## src/rtl/mul8_seq_ctrl_pkg.sv

```systemverilog
// Shared types and constants for the 8x8 sequential multiplier built around one 4x4 nibble multiplier.
package mul8_seq_ctrl_pkg;

    localparam int unsigned OP_W   = 8;
    localparam int unsigned NIB_W  = 4;
    localparam int unsigned PP_W   = 2 * NIB_W;
    localparam int unsigned PROD_W = 2 * OP_W;
    localparam int unsigned STEPS  = 4;
    localparam int unsigned STEP_W = 2;

    // Left shift applied to each step's nibble partial product
    localparam int unsigned STEP_SHIFT [STEPS] = '{0, 4, 4, 8};

    typedef enum logic [1:0] {
        IDLE = 2'd0,
        MUL  = 2'd1,
        DONE = 2'd2
    } state_t;

    typedef struct packed {
        logic [OP_W-1:0] a;
        logic [OP_W-1:0] b;
    } operands_t;

    function automatic logic [PROD_W-1:0] place_pp(input logic [PP_W-1:0] pp,
                                                   input logic [STEP_W-1:0] step);
        return PROD_W'(pp) << STEP_SHIFT[step];
    endfunction

endpackage

```

## src/rtl/mul8_seq_ctrl_if.sv

```systemverilog
// Operand/result valid-ready bus between the operand capture logic and the multiplier sequencer.
interface mul8_seq_ctrl_if;
    import mul8_seq_ctrl_pkg::*;

    logic              in_valid;
    logic              in_ready;
    logic [OP_W-1:0]   a;
    logic [OP_W-1:0]   b;
    logic              out_valid;
    logic              out_ready;
    logic [PROD_W-1:0] product;

    modport master (output in_valid, a, b, out_ready,
                    input  in_ready, out_valid, product);

    modport slave  (input  in_valid, a, b, out_ready,
                    output in_ready, out_valid, product);
endinterface

```

## src/rtl/mul8_seq_ctrl_nibble_mul4.sv

```systemverilog
// Combinational 4x4 unsigned array multiplier: AND partial products summed by rows of full adders.
module nibble_mul4
    import mul8_seq_ctrl_pkg::*;
(
    input  logic [NIB_W-1:0] x,
    input  logic [NIB_W-1:0] y,
    output logic [PP_W-1:0]  p
);

    function automatic logic [1:0] full_add(input logic s, input logic t, input logic ci);
        return {(s & t) | (s & ci) | (t & ci), s ^ t ^ ci};
    endfunction

    logic [PP_W-1:0] sum;
    logic            carry;

    // Row r adds x&y[r] at weight r; the running sum never reaches bit r+4, so the carry lands there
    always_comb begin
        sum   = {4'b0000, x & {NIB_W{y[0]}}};
        carry = 1'b0;
        for (int r = 1; r < int'(NIB_W); r++) begin
            carry = 1'b0;
            for (int j = 0; j < int'(NIB_W); j++) begin
                {carry, sum[r+j]} = full_add(sum[r+j], x[j] & y[r], carry);
            end
            sum[r+NIB_W] = carry;
        end
    end

    assign p = sum;

endmodule

```

## src/rtl/mul8_seq_ctrl.sv

```systemverilog
// 8x8 -> 16 unsigned multiplier sequencing one shared 4x4 nibble multiplier over four steps.
module mul8_seq_ctrl
    import mul8_seq_ctrl_pkg::*;
#(
    parameter bit          ALLOW_B2B = 1'b1,
    parameter int unsigned CNT_W     = 8
) (
    input  logic             clk,
    input  logic             rst,
    input  logic             flush,
    mul8_seq_ctrl_if.slave   bus,
    output logic             busy,
    output logic [CNT_W-1:0] op_count
);

    state_t            state_q, state_d;
    logic [STEP_W-1:0] step_q, step_d;
    operands_t         ops_q, ops_d;
    logic [PROD_W-1:0] acc_q, acc_d;
    logic              out_valid_q, out_valid_d;
    logic [PROD_W-1:0] product_q, product_d;
    logic              busy_q, busy_d;
    logic [CNT_W-1:0]  op_count_q, op_count_d;

    logic              in_ready_c;
    logic              accept_c;
    logic              handshake_c;
    logic [NIB_W-1:0]  nib_a_c;
    logic [NIB_W-1:0]  nib_b_c;
    logic [PP_W-1:0]   pp_c;

    // Ready in IDLE, or in DONE while the result is being taken when back-to-back is enabled
    assign in_ready_c  = ~rst & ((state_q == IDLE) |
                         (ALLOW_B2B & (state_q == DONE) & out_valid_q & bus.out_ready));
    assign accept_c    = bus.in_valid & in_ready_c & ~flush;
    assign handshake_c = out_valid_q & bus.out_ready & ~flush;

    // step[0] picks the high nibble of a, step[1] the high nibble of b
    assign nib_a_c = step_q[0] ? ops_q.a[7:4] : ops_q.a[3:0];
    assign nib_b_c = step_q[1] ? ops_q.b[7:4] : ops_q.b[3:0];

    nibble_mul4 u_nibble_mul4 (
        .x (nib_a_c),
        .y (nib_b_c),
        .p (pp_c)
    );

    always_ff @(posedge clk or posedge rst) begin
        if (rst) begin
            state_q     <= IDLE;
            step_q      <= '0;
            ops_q       <= '0;
            acc_q       <= '0;
            out_valid_q <= 1'b0;
            product_q   <= '0;
            busy_q      <= 1'b0;
            op_count_q  <= '0;
        end else begin
            state_q     <= state_d;
            step_q      <= step_d;
            ops_q       <= ops_d;
            acc_q       <= acc_d;
            out_valid_q <= out_valid_d;
            product_q   <= product_d;
            busy_q      <= busy_d;
            op_count_q  <= op_count_d;
        end
    end

    always_comb begin
        state_d     = state_q;
        step_d      = step_q;
        ops_d       = ops_q;
        acc_d       = acc_q;
        out_valid_d = out_valid_q;
        product_d   = product_q;
        op_count_d  = op_count_q;

        if (flush) begin
            state_d     = IDLE;
            step_d      = '0;
            acc_d       = '0;
            out_valid_d = 1'b0;
        end else begin
            case (state_q)
                IDLE: begin
                    if (accept_c) begin
                        ops_d   = '{a: bus.a, b: bus.b};
                        acc_d   = '0;
                        step_d  = '0;
                        state_d = MUL;
                    end
                end
                MUL: begin
                    acc_d  = acc_q + place_pp(pp_c, step_q);
                    step_d = step_q + STEP_W'(1);
                    if (step_q == STEP_W'(STEPS - 1)) begin
                        state_d = DONE;
                    end
                end
                DONE: begin
                    // First DONE cycle loads the result register; it then holds until taken
                    if (!out_valid_q) begin
                        out_valid_d = 1'b1;
                        product_d   = acc_q;
                    end else if (handshake_c) begin
                        out_valid_d = 1'b0;
                        if (op_count_q != '1) begin
                            op_count_d = op_count_q + CNT_W'(1);
                        end
                        if (accept_c) begin
                            ops_d   = '{a: bus.a, b: bus.b};
                            acc_d   = '0;
                            step_d  = '0;
                            state_d = MUL;
                        end else begin
                            state_d = IDLE;
                        end
                    end
                end
                default: state_d = IDLE;
            endcase
        end

        busy_d = (state_d != IDLE);
    end

    assign bus.in_ready  = in_ready_c;
    assign bus.out_valid = out_valid_q;
    assign bus.product   = product_q;
    assign busy          = busy_q;
    assign op_count      = op_count_q;

endmodule

```

## src/flat_wrapper.sv

```systemverilog
// flat-port wrapper written by rule: the top's interface ports become plain ports
module mul8_seq_ctrl_flat import mul8_seq_ctrl_pkg::*;
#(
    parameter bit          ALLOW_B2B = 1'b1,
    parameter int unsigned CNT_W     = 8
)
  (clk, rst, flush, busy, op_count, bus_in_valid, bus_a, bus_b, bus_out_ready, bus_in_ready, bus_out_valid, bus_product);
  mul8_seq_ctrl_if bus_i ();
  input  logic clk;
  input  logic rst;
  input  logic flush;
  output logic busy;
  output logic [CNT_W-1:0] op_count;
  input wire logic [$bits(bus_i.in_valid)-1:0] bus_in_valid;
  input wire logic [$bits(bus_i.a)-1:0] bus_a;
  input wire logic [$bits(bus_i.b)-1:0] bus_b;
  input wire logic [$bits(bus_i.out_ready)-1:0] bus_out_ready;
  output wire logic [$bits(bus_i.in_ready)-1:0] bus_in_ready;
  output wire logic [$bits(bus_i.out_valid)-1:0] bus_out_valid;
  output wire logic [$bits(bus_i.product)-1:0] bus_product;
  assign bus_i.in_valid = bus_in_valid;
  assign bus_i.a = bus_a;
  assign bus_i.b = bus_b;
  assign bus_i.out_ready = bus_out_ready;
  assign bus_in_ready = bus_i.in_ready;
  assign bus_out_valid = bus_i.out_valid;
  assign bus_product = bus_i.product;
  mul8_seq_ctrl #(.ALLOW_B2B(ALLOW_B2B), .CNT_W(CNT_W)) u_core (.clk(clk), .rst(rst), .flush(flush), .bus(bus_i), .busy(busy), .op_count(op_count));
endmodule
```

## config.mk

```make
export PLATFORM = sky130hd
export DESIGN_NAME = mul8_seq_ctrl_flat
export DESIGN_NICKNAME = d
export VERILOG_FILES = /design/src/rtl/mul8_seq_ctrl_pkg.sv /design/src/rtl/mul8_seq_ctrl_if.sv /design/src/rtl/mul8_seq_ctrl_nibble_mul4.sv /design/src/rtl/mul8_seq_ctrl.sv /design/src/flat_wrapper.sv
export SDC_FILE = /design/constraint.sdc
export NUM_CORES = 1
export LEC_CHECK = 0
export ABC_AREA = 0
export CORE_MARGIN = 2
export CORE_UTILIZATION = 49
export CTS_CLUSTER_DIAMETER = 60
export DETAILED_ROUTE_END_ITERATION = 8
export PLACE_DENSITY_LB_ADDON = 0.15
export SETUP_SLACK_MARGIN = 0.3
export SLEW_MARGIN = 40
export SYNTH_ARGS = -nofsm -noshare
export SYNTH_HDL_FRONTEND = slang
export SYNTH_SLANG_ARGS = --single-unit
export TNS_END_PERCENT = 30
```

## constraint.sdc

```tcl
create_clock -name clk -period 6.25 [get_ports clk]
set_clock_uncertainty 0.2 [all_clocks]
set_input_delay 1.25 -clock clk [delete_from_list [all_inputs] [get_ports clk]]
set_output_delay 1.25 -clock clk [all_outputs]
set_load 0.01 [all_outputs]
```

Word-level counts from Yosys, hierarchy flattened

Cells that the tools add are included.

Flip-flop bits (word level): 62
Input port bits: 21

Add/sub/neg operators: 3
Order comparisons: 1
Eq/ne operators: 8
Shifts and indexed selects: 1
Muxes and demuxes: 30
Bitwise gates (word level): 89
Reduce and logical (&&, ||, !) cells: 9

Operator list:

| kind                                                                     | count |
|---|---|
| 16-bit two-way mux                                                       | 7 |
| 32-bit binary-select mux with 2-bit select                               | 1 |
| 32-bit two-way mux                                                       | 2 |
| 16-bit one-hot mux with 3 select lines                                   | 1 |
| 1-bit AND                                                                | 47 |
| 16-bit one-hot mux with 2 select lines                                   | 1 |
| 8-bit by 32-bit << shifter with 16-bit output                            | 1 |
| 1-bit XOR                                                                | 20 |
| 2-bit two-way mux                                                        | 9 |
| 1-bit OR                                                                 | 17 |
| 16-bit adder                                                             | 1 |
| 2-bit one-hot mux with 3 select lines                                    | 2 |
| 8-bit by 1-bit adder with 8-bit output (second input constant)           | 1 |
| 4-bit two-way mux                                                        | 2 |
| 8-bit inequality test (second input constant)                            | 1 |
| 3-bit by 2-bit inequality test with 1-bit output (second input constant) | 2 |
| 3-bit AND reduction                                                      | 2 |
| 2-bit nonzero test                                                       | 3 |
| 1-bit two-way mux                                                        | 5 |
| 5-bit AND reduction                                                      | 1 |
| 4-bit AND                                                                | 1 |
| 2-bit equality test (second input constant)                              | 2 |
| 2-bit by 1-bit inequality test with 1-bit output (second input constant) | 2 |
| 4-bit AND reduction                                                      | 1 |
| 7 further kinds                                                          | 9 |

Longest topological paths before layout

Gate-level depths: netlist of the first run.

Word-level depth: 25
Gate-level depth with buffers: 24
Depth with buffers taken out: 23

By module

Synthesis of the first run repeated with hierarchy kept, for this count alone.

Cells, all modules: 353
Area, all modules: 3,763.6 sq um

By module, submodules not included:

| module        | instances | cells an instance | area each (sq um) | seq. area each (sq um) |
|---|---|---|---|---|
| mul8_seq_ctrl | 1         | 311               | 3,412.0           | 1,551.5 |
| nibble_mul4   | 1         | 42                | 351.6             | 0.0 |

Least setup slack after synthesis of the first run

Ideal clock, no wire load.

Path type: register to register
Start point: reg u_core.step_q[1]
End point: reg u_core.acc_q[14]
Setup time: 0.121 ns
Arrival: 5.728 ns
Data required time: 5.929 ns
Setup slack: 0.201 ns
Cell stages (with the launch flop): 25
Cell sequence: dfrtp_1 -> clkbuf_1 -> mux2i_1 -> nor2_1 -> ha_1 -> fa_1 -> fa_1 -> fa_1 -> fa_1 -> inv_1 -> fa_1 -> inv_1 -> fa_1 -> inv_1 -> fa_1 -> o21ai_0 -> nor2b_1 -> ha_1 -> a21oi_1 -> o21ai_1 -> a2111oi_0 -> nor3_1 -> a211oi_2 -> xnor2_1 -> a22o_1

Cells in the longest elaborated chain, start to end: 25

Ends and longest elaborated chain:

| what                                            | line                                                             | RTL |
|---|---|---|
| from (decl)                                     | mul8_seq_ctrl.sv:17                                              | `logic [STEP_W-1:0] step_q, step_d;` |
| from (signal assigned)                          | mul8_seq_ctrl.sv:60                                              | `step_q <= step_d;` |
| 4-bit two-way mux                               | mul8_seq_ctrl.sv:40                                              | `assign nib_b_c = step_q[1] ? ops_q.b[7:4] : ops_q.b[3:0];` |
| 4-bit AND or 1-bit AND (tied branches)          | mul8_seq_ctrl_nibble_mul4.sv:19, mul8_seq_ctrl_nibble_mul4.sv:24 |  |
| 1-bit AND (2 in a row)                          | mul8_seq_ctrl_nibble_mul4.sv:11                                  | `return {(s & t) \| (s & ci) \| (t & ci), s ^ t ^ ci};` |
| 1-bit OR (2 in a row)                           | mul8_seq_ctrl_nibble_mul4.sv:11                                  |  |
| 1-bit AND                                       | mul8_seq_ctrl_nibble_mul4.sv:11                                  |  |
| 1-bit OR (2 in a row)                           | mul8_seq_ctrl_nibble_mul4.sv:11                                  |  |
| 1-bit XOR (3 in a row)                          | mul8_seq_ctrl_nibble_mul4.sv:11                                  |  |
| 1-bit AND                                       | mul8_seq_ctrl_nibble_mul4.sv:11                                  |  |
| 1-bit OR (2 in a row)                           | mul8_seq_ctrl_nibble_mul4.sv:11                                  |  |
| 1-bit AND                                       | mul8_seq_ctrl_nibble_mul4.sv:11                                  |  |
| 1-bit OR (2 in a row)                           | mul8_seq_ctrl_nibble_mul4.sv:11                                  |  |
| 1-bit AND                                       | mul8_seq_ctrl_nibble_mul4.sv:11                                  |  |
| 1-bit OR (2 in a row)                           | mul8_seq_ctrl_nibble_mul4.sv:11                                  |  |
| 8-bit by 32-bit << shifter with 16-bit output * | mul8_seq_ctrl_pkg.sv:27                                          | `return PROD_W'(pp) << STEP_SHIFT[step];` |
| 16-bit adder *                                  | mul8_seq_ctrl.sv:95                                              | `acc_d = acc_q + place_pp(pp_c, step_q);` |
| 16-bit one-hot mux with 3 select lines *        | mul8_seq_ctrl.sv:85                                              | `case (state_q)` |
| 16-bit two-way mux *                            | mul8_seq_ctrl.sv:79                                              | `if (flush) begin` |
| to (signal assigned)                            | mul8_seq_ctrl.sv:53                                              | `acc_q <= '0;` |
| to (signal assigned)                            | mul8_seq_ctrl.sv:62                                              | `acc_q <= acc_d;` |
| to (decl)                                       | mul8_seq_ctrl.sv:19                                              | `logic [PROD_W-1:0] acc_q, acc_d;` |

Mark *: on every way between the ends. The rest lies on a longest branch, timed or not. The select of a mux whose other input is x is not followed.
A chain may end at the register's enable or synchronous reset.

Worst setup path in the final report of the first run

Start point: reg u_core.step_q[0]
End point: reg u_core.acc_q[14]

Cells in the longest elaborated chain, start to end: 25

Ends and longest elaborated chain:

| what                                            | line                                                             | RTL |
|---|---|---|
| 4-bit two-way mux                               | mul8_seq_ctrl.sv:39                                              | `assign nib_a_c = step_q[0] ? ops_q.a[7:4] : ops_q.a[3:0];` |
| 4-bit AND or 1-bit AND (tied branches)          | mul8_seq_ctrl_nibble_mul4.sv:19, mul8_seq_ctrl_nibble_mul4.sv:24 |  |
| 1-bit AND (2 in a row)                          | mul8_seq_ctrl_nibble_mul4.sv:11                                  |  |
| 1-bit OR (2 in a row)                           | mul8_seq_ctrl_nibble_mul4.sv:11                                  |  |
| 1-bit AND                                       | mul8_seq_ctrl_nibble_mul4.sv:11                                  |  |
| 1-bit OR (2 in a row)                           | mul8_seq_ctrl_nibble_mul4.sv:11                                  |  |
| 1-bit XOR (3 in a row)                          | mul8_seq_ctrl_nibble_mul4.sv:11                                  |  |
| 1-bit AND                                       | mul8_seq_ctrl_nibble_mul4.sv:11                                  |  |
| 1-bit OR (2 in a row)                           | mul8_seq_ctrl_nibble_mul4.sv:11                                  |  |
| 1-bit AND                                       | mul8_seq_ctrl_nibble_mul4.sv:11                                  |  |
| 1-bit OR (2 in a row)                           | mul8_seq_ctrl_nibble_mul4.sv:11                                  |  |
| 1-bit AND                                       | mul8_seq_ctrl_nibble_mul4.sv:11                                  |  |
| 1-bit OR (2 in a row)                           | mul8_seq_ctrl_nibble_mul4.sv:11                                  |  |
| 8-bit by 32-bit << shifter with 16-bit output * | mul8_seq_ctrl_pkg.sv:27                                          |  |
| 16-bit adder *                                  | mul8_seq_ctrl.sv:95                                              |  |
| 16-bit one-hot mux with 3 select lines *        | mul8_seq_ctrl.sv:85                                              |  |
| 16-bit two-way mux *                            | mul8_seq_ctrl.sv:79                                              |  |

Marks and branches as above.

==> results.py, run 1 <==
metrics = {
    "placement": {
        "globalplace.congestion": 0.920,
        "hpwl_um": 5200,
        "portBuffers": 47,
        "dp_slack_ps": 86.2,
        "dp.cells": 475,
    },
    "timing": {
        "max_slew_margin_pct": 60.2,
        "fin_ws_ps": 428,
        "tightest_slew_ps": 595,
        "finalCritPeriodShare_pct": 93.1,
        "finalSetupViolCount": 0,
        "rsz0062_at_grt": "true",
        "hold_violations": 0,
        "fmax_ghz": 0.172,
        "fin_tns_setup_ps": 0,
        "period_needed_ps": 5820,
        "drv_slew": 0,
    },
    "synth": {
        "muxShareOfSynthArea_pct": 13.2,
        "syn_area_per_cell_sq_um": 11.1,
        "synth-edff-count": 0,
        "yosysSeqAreaShare_pct": 42.5,
        "synth_compound_area_share_pct": 12.2,
        "synthFlopType": "dfrtp_1",
        "ys_async_sr_fraction_pct": 100,
        "synthCells": 330,
        "yosysWarningCount": 0,
        "yosys.area_share.simple_pct": 13.0,
        "syn-num-nets": 381,
        "synth-adder-area-share_pct": 12.1,
        "synth_top_family_by_area": "multiplexers",
        "synth_area_sq_um": 3650,
        "synthDistinctLibCells": 48,
        "synth-xor-area-share_pct": 4.80,
        "ys_ff_latch": 62,
    },
    "clocking": {
        "clk_latency_ps": 340,
        "htree_levels": 3,
        "root_buffer": "clkbuf_8",
        "clkSinkCount": 62,
        "clock_path_buffers": 2,
        "path_clk_slew_ps": 70,
        "cts_tree": "built",
        "cts_buffers": 9,
        "ctsHoldBuffers": 0,
    },
    "routing": {
        "drt_iter0_markers": 95,
        "wl_per_cell_um": 14.9,
        "first_pass_iters": 4,
        "drc_errors": 0,
        "ant_nets": 0,
        "via_per_inst": 5.40,
        "drt-total-wl_um": 7420,
        "num_vias": 2688,
    },
    "floorplan": {
        "start_util_pct": 50.6,
        "die-area_sq_um": 8150,
        "ioPinCount": 48,
        "die_h_um": 90.3,
        "die_w_um": 90.3,
        "rows": 31,
        "coreArea_sq_um": 7210,
    },
    "setup_path": {
        "cpPeakStageDelay_ps": 550,
        "cp_data_arrival_time_ps": 5840,
        "crit_path_frequent_cell": "fa_2",
        "reg2reg_slack_ps": 430,
        "crit_path_top_delay_cell": "fa_2",
        "end_kind": "flop",
        "crit_chain": "mux2i_2 -> nor2_1 -> ha_2 -> fa_2 -> fa_1 -> fa_2 -> fa_2 -> inv_2 -> fa_1 -> inv_2 -> fa_1 -> inv_1 -> fa_2 -> nand2b_1 -> and3b_2 -> ha_4 -> a21oi_2 -> o21ai_2 -> a2111oi_4 -> nor3_2 -> a211oi_2 -> xnor2_1 -> a22o_1",
        "startpoint_type": "flop",
        "critical_path_class": "reg -> reg",
        "worst-endpoint-required_ps": 6270,
        "crit_fanout": 6,
    },
    "grt": {
        "grt.met3_usage_pct": 3.34,
        "busiest_layer": "met2",
        "grt_pass1_vias": 2682,
        "antenna_found_initial": 0,
        "grt_overflow": 0,
        "track_usage_pct": 19.2,
        "grt_util_met1_pct": 25.9,
        "grt_util_met2_pct": 30.6,
        "grt_first_pass_wirelength_um": 12600,
        "grt_max_degree": 64,
    },
    "power": {
        "power.density_nw_per_um2": 276,
        "p_leak_uw": 0.00207,
        "totalPowerFinal_uw": 1280,
        "ir_drop_mv": 0.172,
    },
    "finish": {
        "diodes": 0,
        "drive_above_1_share_pct": 26.6,
        "nNetsFinal": 446,
        "nFillCells": 613,
        "utilization_pct": 64.5,
        "syn_to_final_growth_pct": 27.6,
        "stdcell_count": 498,
    },
    "flow_run": {
        "maxCapViolCount": 0,
    },
    "outcome": {
        "outcome": "finished, final reports clean",
    },
    "worst_hold_path": {
        "hold_path_class": "reg -> reg",
    },
}
==> sequential cells by signal, indices dropped and copies added, names as in the netlist <==
register / count
u_core.busy: 1
u_core.acc_q: 16
u_core.ops_q: 16
u_core.op_count: 8
u_core.bus.out_valid: 1
u_core.step_q: 2
u_core.bus.product: 16
u_core.state_q: 2
==> final timing paths <==
| path | from | to | cells after the start |
|---|---|---|---|
| min reg2reg | u_core.op_count[4] | u_core.op_count[4] | 1 |
| max reg2reg | u_core.step_q[0] | u_core.acc_q[14] | 23 |
| max | u_core.step_q[0] | u_core.acc_q[14] | 23 |
| min | u_core.op_count[4] | u_core.op_count[4] | 1 |
| max in group asynchronous | rst | u_core.step_q[1] | 3 |
| min in group asynchronous | rst | u_core.busy | 3 |
==> what timing repair did <==
action,CTS,global route
pin swaps,2,19
gates resized for setup,13,22
endpoints found under the hold margin,0,0
setup endpoints to repair,5,8
setup buffers,1,7
==> cell families after synthesis <==
logic type                 Yosys count
DFF                                 62
and+or+nand+nor                     94
xor gates and xnor gates            20
adders and majority gates           30
AOI/OAI and AO/OA                   61
muxes                               44
buffers and inverters               19
==> stage by stage <==
stage               hold slack [ps]  area, sq um
floorplan                       279         3660
CTS                             301         4510
global route                    319         4660
global placement                286         4280
detailed placement              291         4280
finish                          299         4660
==> report_power, final <==
group / switching (uW) / internal [uW] / leakage, uW / total, uW
registers: 27.2 / 435 / 0.000816 / 462
clock network: 153 / 163 / 0.0000845 / 316
logic: 267 / 240 / 0.00117 / 507
total: 447 / 838 / 0.00207 / 1280
==> area by class of cell <==
| class | instances | area, sq um | area share, % |
|---|---|---|---|
| clock buffers | 12 | 155 | 3.33 |
| clock inverters | 3 | 20.0 | 0.430 |
| inverters | 10 | 37.5 | 0.806 |
| flip-flops and latches | 62 | 1550 | 33.4 |
| multi-input cells | 249 | 2170 | 46.6 |
| well taps | 99 | 124 | 2.66 |
| repair buffers | 63 | 594 | 12.8 |
==> synth_stat cells, types with 4 or more instances <==
master	instances	share of area, %
dfrtp_1	62	43
mux2i_1	10	2.7
nand2_1	20	2.1
a22o_1	17	4.1
nand2b_1	6	1.0
xor2_1	8	1.9
o21ai_0	8	1.1
nor2_1	30	3.1
and2_1	4	0.69
nor3_1	7	0.96
inv_1	10	1.0
ha_1	21	7.2
a21oi_1	13	1.8
mux2_2	34	10
nor2b_1	8	1.4
clkbuf_1	7	0.72
xnor2_1	12	2.9
fa_1	9	4.9
==> cells in the final DEF (no fill, tap or decap), drive strengths merged, types with 16 or more instances in the layout <==
| cell | synthesis | routed |
|---|---|---|
| mux2 | 34 | 34 |
| nand2 | 20 | 20 |
| ha | 21 | 21 |
| a21oi | 16 | 16 |
| buf | 2 | 16 |
| a22o | 17 | 17 |
| clkdlybuf4s50 | 0 | 47 |
| dfrtp | 62 | 62 |
| nor2 | 31 | 31 |
==> routing by layer <==
layer	part of all wire (%)	wire (um)	vias up
li1	-	-	1306
met1	47	3510	1313
met2	47	3510	58
met3	3.6	266	11
met4	1.8	131	0
met5	0	0	-
==> worst max-delay path, delay by kind of cell, from the launching register on <==
| kind | cells | cell delay, ps |
|---|---|---|
| adders and majority gates | 9 | 3050 |
| AOI/OAI and AO/OA | 5 | 980 |
| DFF | 1 | 460 |
| and+or+nand+nor | 4 | 440 |
| muxes | 1 | 280 |
| buffers and inverters | 3 | 190 |
| xor gates and xnor gates | 1 | 90 |
Note: power is estimated with default switching activity, not from simulation.
==> run 2, diff against run 1 <==
- CTS_BUF_LIST: unset -> sky130_fd_sc_hd__clkbuf_16
- CTS_CLUSTER_SIZE: unset -> 24
==> run 2 against run 1 <==
Net effect:
- critical path depth is 2 lower
- highest routed layer unchanged
- sequential power hardly changed
- hold slack worse by 2.4 ps
- non-clock buffer count is 2 lower
- first-iteration DRC count is 24% lower
- die area stayed put
- clock power is 36% higher
- critical path type unchanged
- core utilization is 0.68 points higher
- fmax is 0.79% higher
- combinational power hardly changed
- routed wire length is 0.23% higher
- global-route usage is 0.36 points higher
==> results.py, run 2 (synthesized netlist as in run 1, its figures left out) <==
metrics = {
    "grt": {
        "grt_overflow": 0,
        "grt_max_degree": 64,
        "antenna_found_initial": 0,
        "grt_pass1_vias": 2676,
        "track_usage_pct": 19.5,
        "grt_first_pass_wirelength_um": 12800,
    },
    "power": {
        "power.density_nw_per_um2": 297,
        "ir_drop_mv": 0.169,
        "p_leak_uw": 0.00209,
    },
    "outcome": {
        "outcome": "finished, final reports clean",
    },
    "setup_path": {
        "r2r-end": "u_core.acc_q[12]",
        "worst-endpoint-required_ps": 6260,
        "critical_path_class": "reg -> reg",
        "crit_path_top_delay_cell": "fa_2",
        "critPathCapture": "u_core.acc_q[12]",
        "r2r.worst_path.cells": 21,
        "crit_cells": 21,
        "r2r-start": "u_core.step_q[1]",
        "cpPeakStageDelay_ps": 550,
        "path_delay_family": "adder cells",
        "crit_fanout": 6,
        "worst-path-buf-inv": 3,
        "crit_path_frequent_cell": "fa_2",
        "cp_data_arrival_time_ps": 5790,
        "crit_start": "u_core.step_q[1]",
        "reg2reg_slack_ps": 470,
        "end_kind": "flop",
        "crit_chain": "mux2i_4 -> nor2_1 -> ha_2 -> fa_2 -> fa_1 -> fa_2 -> fa_2 -> inv_2 -> fa_1 -> inv_2 -> fa_1 -> inv_1 -> fa_2 -> nand2b_1 -> and3b_2 -> ha_4 -> nor3_1 -> nor3_1 -> a221oi_2 -> xnor2_1 -> a22o_1",
        "startpoint_type": "flop",
    },
    "finish": {
        "nNetsFinal": 444,
        "nFillCells": 602,
        "layout_commonest_cell": "dfrtp_1",
        "stdcell_count": 496,
        "drive_above_1_share_pct": 25.4,
        "syn_to_final_growth_pct": 28.9,
        "final_cell_mix": "60 x dfrtp_1, 47 x clkdlybuf4s50_1, 34 x mux2_2, 30 x nor2_1, 20 x nand2_1",
        "diodes": 0,
    },
    "floorplan": {
        "start_util_pct": 50.6,
        "coreArea_sq_um": 7210,
        "die_w_um": 90.3,
        "die-area_sq_um": 8150,
        "rows": 31,
        "die_h_um": 90.3,
        "ioPinCount": 48,
    },
    "routing": {
        "drt_iter0_markers": 72,
        "drt-total-wl_um": 7440,
        "wl_per_cell_um": 15.0,
        "num_vias": 2688,
        "drc_errors": 0,
        "via_per_inst": 5.42,
        "first_pass_iters": 4,
        "ant_nets": 0,
    },
    "timing": {
        "hold_violations": 0,
        "fmax_ghz": 0.173,
        "period_needed_ps": 5780,
        "finalSetupViolCount": 0,
        "finalCritPeriodShare_pct": 92.4,
        "max_slew_margin_pct": 60.3,
        "fin_tns_setup_ps": 0,
        "rsz0062_at_grt": "true",
        "tightest_slew_ps": 594,
        "drv_slew": 0,
    },
    "placement": {
        "portBuffers": 47,
        "globalplace.congestion": 0.920,
        "dp.cells": 475,
        "hpwl_um": 5200,
    },
    "clocking": {
        "clk_latency_ps": 330,
        "cts_buffers": 9,
        "cts_tree": "built",
        "path_clk_slew_ps": 50,
        "ctsHoldBuffers": 0,
        "htree_levels": 3,
        "clkSinkCount": 62,
        "root_buffer": "clkbuf_16",
        "clock_path_buffers": 2,
    },
    "flow_run": {
        "maxCapViolCount": 0,
    },
    "worst_hold_path": {
        "hold_path_class": "reg -> reg",
    },
}
## run 2: cell count changes in the layout (fill, tap and decap cells not counted), sizes merged
cell / change
buf: -2
clkbuf: -3
clkinv: +2
inv: +1
## run 2: cell type report
type                    instances  area [sq um]  share of cell area (%)
repair buffers                 61           579                    12.3
multi-input cells             249          2150                    45.8
well taps                      99           124                    2.63
inverters                      10          37.5                   0.798
flip-flops and latches         62          1550                    33.0
clock inverters                 6          31.3                   0.665
clock buffers                   9           225                    4.79
## run 2: metal layers
layer  routed length (um)  part of all wire (%)  track usage, %
met2                 3540                    48            31.1
met1                 3550                    48            26.4
met3                  200                   2.7            3.26
met5                    0                     0               0
met4                  147                   2.0            8.72
## run 2: metrics by stage
| stage | area (sq um) | total power (uW) | hold slack [ps] | setup slack [ps] | util (%) |
|---|---|---|---|---|---|
| finish | 4700 | 1400 | 297 | 474 | 65.2 |
| global route | 4700 | 1490 | 316 | 256 | 65.2 |
| CTS | 4610 | 1380 | 298 | 287 | 63.8 |
| detailed placement | 4280 | 926 | 291 | 86.2 | 59.4 |
| global placement | 4280 | 918 | 286 | 105 | 59.3 |
| floorplan | 3660 | 812 | 279 | 307 | - |
## run 2: repair_timing
action,CTS,global route
resized for setup,16,17
endpoints found under the hold margin,0,0
buffers inserted,1,5
pin swaps,0,20
setup endpoints to repair,5,7
## run 2: worst min path at each step
stage                                   endpoint               start  depth (start not counted)  slack [ps]
final                         u_core.op_count[4]  u_core.op_count[4]                          1         300
after global routing          u_core.op_count[4]  u_core.op_count[4]                          1         320
after CTS                     u_core.op_count[4]  u_core.op_count[4]                          1         300
after detailed placement      u_core.op_count[4]  u_core.op_count[4]                          1         290
after global placement        u_core.op_count[4]  u_core.op_count[4]                          1         290
after floorplan           u_core.bus.product[15]    u_core.acc_q[15]                          1         280
## run 2: power by group
part           switching, uW  internal [uW]
clock network            169            260
logic                    267            239
registers               27.2            436
total                    463            935
==> run 3, diff against run 2 <==
- CORE_UTILIZATION: 49 -> 50
- CTS_BUF_LIST: sky130_fd_sc_hd__clkbuf_16 -> unset
==> run 3 against run 2 <==
Net effect:
- die area shrank 1.9%
- combinational power down 2%
- total power shrank 2.1%
- global-route usage about the same
- sequential share of layout area increased by 0.22 points
- core utilization is 0.084 points lower
- fmax increased by 0.83%
- first-iteration DRC count increased by 19%
- cell count increased by 0.20%
- highest routed layer unchanged
==> results.py, run 3 (synthesized netlist as in run 1, its figures left out) <==
metrics = {
    "outcome": {
        "outcome": "finished, final reports clean",
    },
    "clocking": {
        "clkSinkCount": 62,
        "clk_latency_ps": 350,
        "cts_tree": "built",
        "path_clk_slew_ps": 70,
        "cts_buffers": 9,
        "clock_path_buffers": 2,
        "root_buffer": "clkbuf_8",
        "htree_levels": 3,
    },
    "floorplan": {
        "die_w_um": 89.4,
        "ioPinCount": 48,
        "rows": 31,
        "die_h_um": 89.4,
        "die-area_sq_um": 8000,
        "start_util_pct": 50.9,
        "coreArea_sq_um": 7180,
    },
    "finish": {
        "syn_to_final_growth_pct": 28.0,
        "utilization_pct": 65.1,
        "drive_above_1_share_pct": 25.9,
        "diodes": 0,
        "final_cell_mix": "60 x dfrtp_1, 47 x clkdlybuf4s50_1, 34 x mux2_2, 30 x nor2_1, 20 x nand2_1",
        "nNetsFinal": 444,
        "layout_commonest_cell": "dfrtp_1",
    },
    "routing": {
        "wl_per_cell_um": 14.5,
        "via_per_inst": 5.33,
        "drt-total-wl_um": 7210,
        "ant_nets": 0,
        "drc_errors": 0,
        "drt_iter0_markers": 86,
        "first_pass_iters": 4,
        "num_vias": 2649,
    },
    "setup_path": {
        "crit_fanout": 4,
        "worst-endpoint-required_ps": 6290,
        "startpoint_type": "flop",
        "end_kind": "flop",
        "critical_path_class": "reg -> reg",
        "cp_data_arrival_time_ps": 5770,
    },
    "placement": {
        "hpwl_um": 5210,
        "portBuffers": 47,
        "globalplace.congestion": 0.855,
    },
    "timing": {
        "tightest_slew_ps": 602,
        "hold_violations": 0,
        "fin_tns_setup_ps": 0,
        "period_needed_ps": 5730,
        "rsz0062_at_grt": "true",
        "drv_slew": 0,
        "finalCritPeriodShare_pct": 91.7,
        "finalSetupViolCount": 0,
        "max_slew_margin_pct": 59.5,
        "fmax_ghz": 0.175,
    },
    "flow_run": {
        "maxCapViolCount": 0,
    },
    "power": {
        "power.density_nw_per_um2": 293,
        "totalPowerFinal_uw": 1370,
        "ir_drop_mv": 0.174,
        "p_leak_uw": 0.00209,
    },
    "grt": {
        "grt_first_pass_wirelength_um": 11800,
        "track_usage_pct": 19.5,
        "antenna_found_initial": 0,
        "grt_max_degree": 64,
        "grt_pass1_vias": 2509,
        "grt_overflow": 0,
    },
    "worst_hold_path": {
        "hold_path_class": "reg -> reg",
    },
}
run 3: area by class of cell:
class                           count  area [sq um]
Inverter                           10          37.5
Timing Repair Buffer               61           579
Fill cell                         576          2500
Sequential cell                    62          1550
Clock buffer                       13           169
Clock inverter                      3          65.1
Multi-Input combinational cell    249          2140
Tap cell                           99           124
run 3: critical path, stage by stage, from the launching register on:
cell and delay, ps:
dfrtp_2 440, mux2i_4 270, nor2_1 70, ha_2 180, fa_2 340, fa_1 480, fa_2 360, fa_2 370
inv_1 70, fa_1 410, inv_2 70, fa_1 160, inv_1 50, fa_1 430, o21ai_2 150, nor2b_2 160
ha_1 270, a21oi_2 190, o21ai_2 90, a2111oi_2 300, nor3_1 100, a211oi_2 170, xnor2_1 90, a22o_1 190
run 3: metrics by stage:
step	setup slack, ps	instance area [sq um]	std cells	hold slack [ps]
finish	521	4670	497	301
floorplan	307	3660	330	279
CTS	286	4570	494	302
detailed placement	102	4290	476	291
global placement	131	4280	476	287
global route	266	4670	497	310
run 3: repair_timing:
action	CTS	global route
gates resized for setup	11	20
hold buffers	0	0
pin swaps	1	18
buffers inserted	2	3
setup endpoints to repair	4	7
gates cloned	0	0
run 3: worst paths after layout:
check | startpoint | endpoint | slack (ps) | cells past startpoint
worst max-delay path | u_core.step_q[1] | u_core.acc_q[14] | 520 | 23
worst max register to register | u_core.step_q[1] | u_core.acc_q[14] | 520 | 23
max in group asynchronous | rst | u_core.ops_q[3] | 4280 | 3
min in group asynchronous | rst | u_core.busy | 1170 | 3
worst min-delay path | u_core.op_count[4] | u_core.op_count[4] | 300 | 1
worst min register to register | u_core.op_count[4] | u_core.op_count[4] | 300 | 1
run 3: power breakdown:
part	leakage [uW]	switching [uW]	internal, uW
clock	0.000120	156	257
sequential	0.000816	25.9	435
combinational	0.00115	262	234
total	0.00209	443	926
run 3: routing by layer:
metal | track usage, % | up-vias | share of wire, %
li1 | - | 1309 | -
met1 | 25.2 | 1279 | 47
met2 | 30.7 | 48 | 47
met3 | 5.45 | 13 | 3.7
met4 | 8.28 | 0 | 2.2
met5 | 0 | - | 0
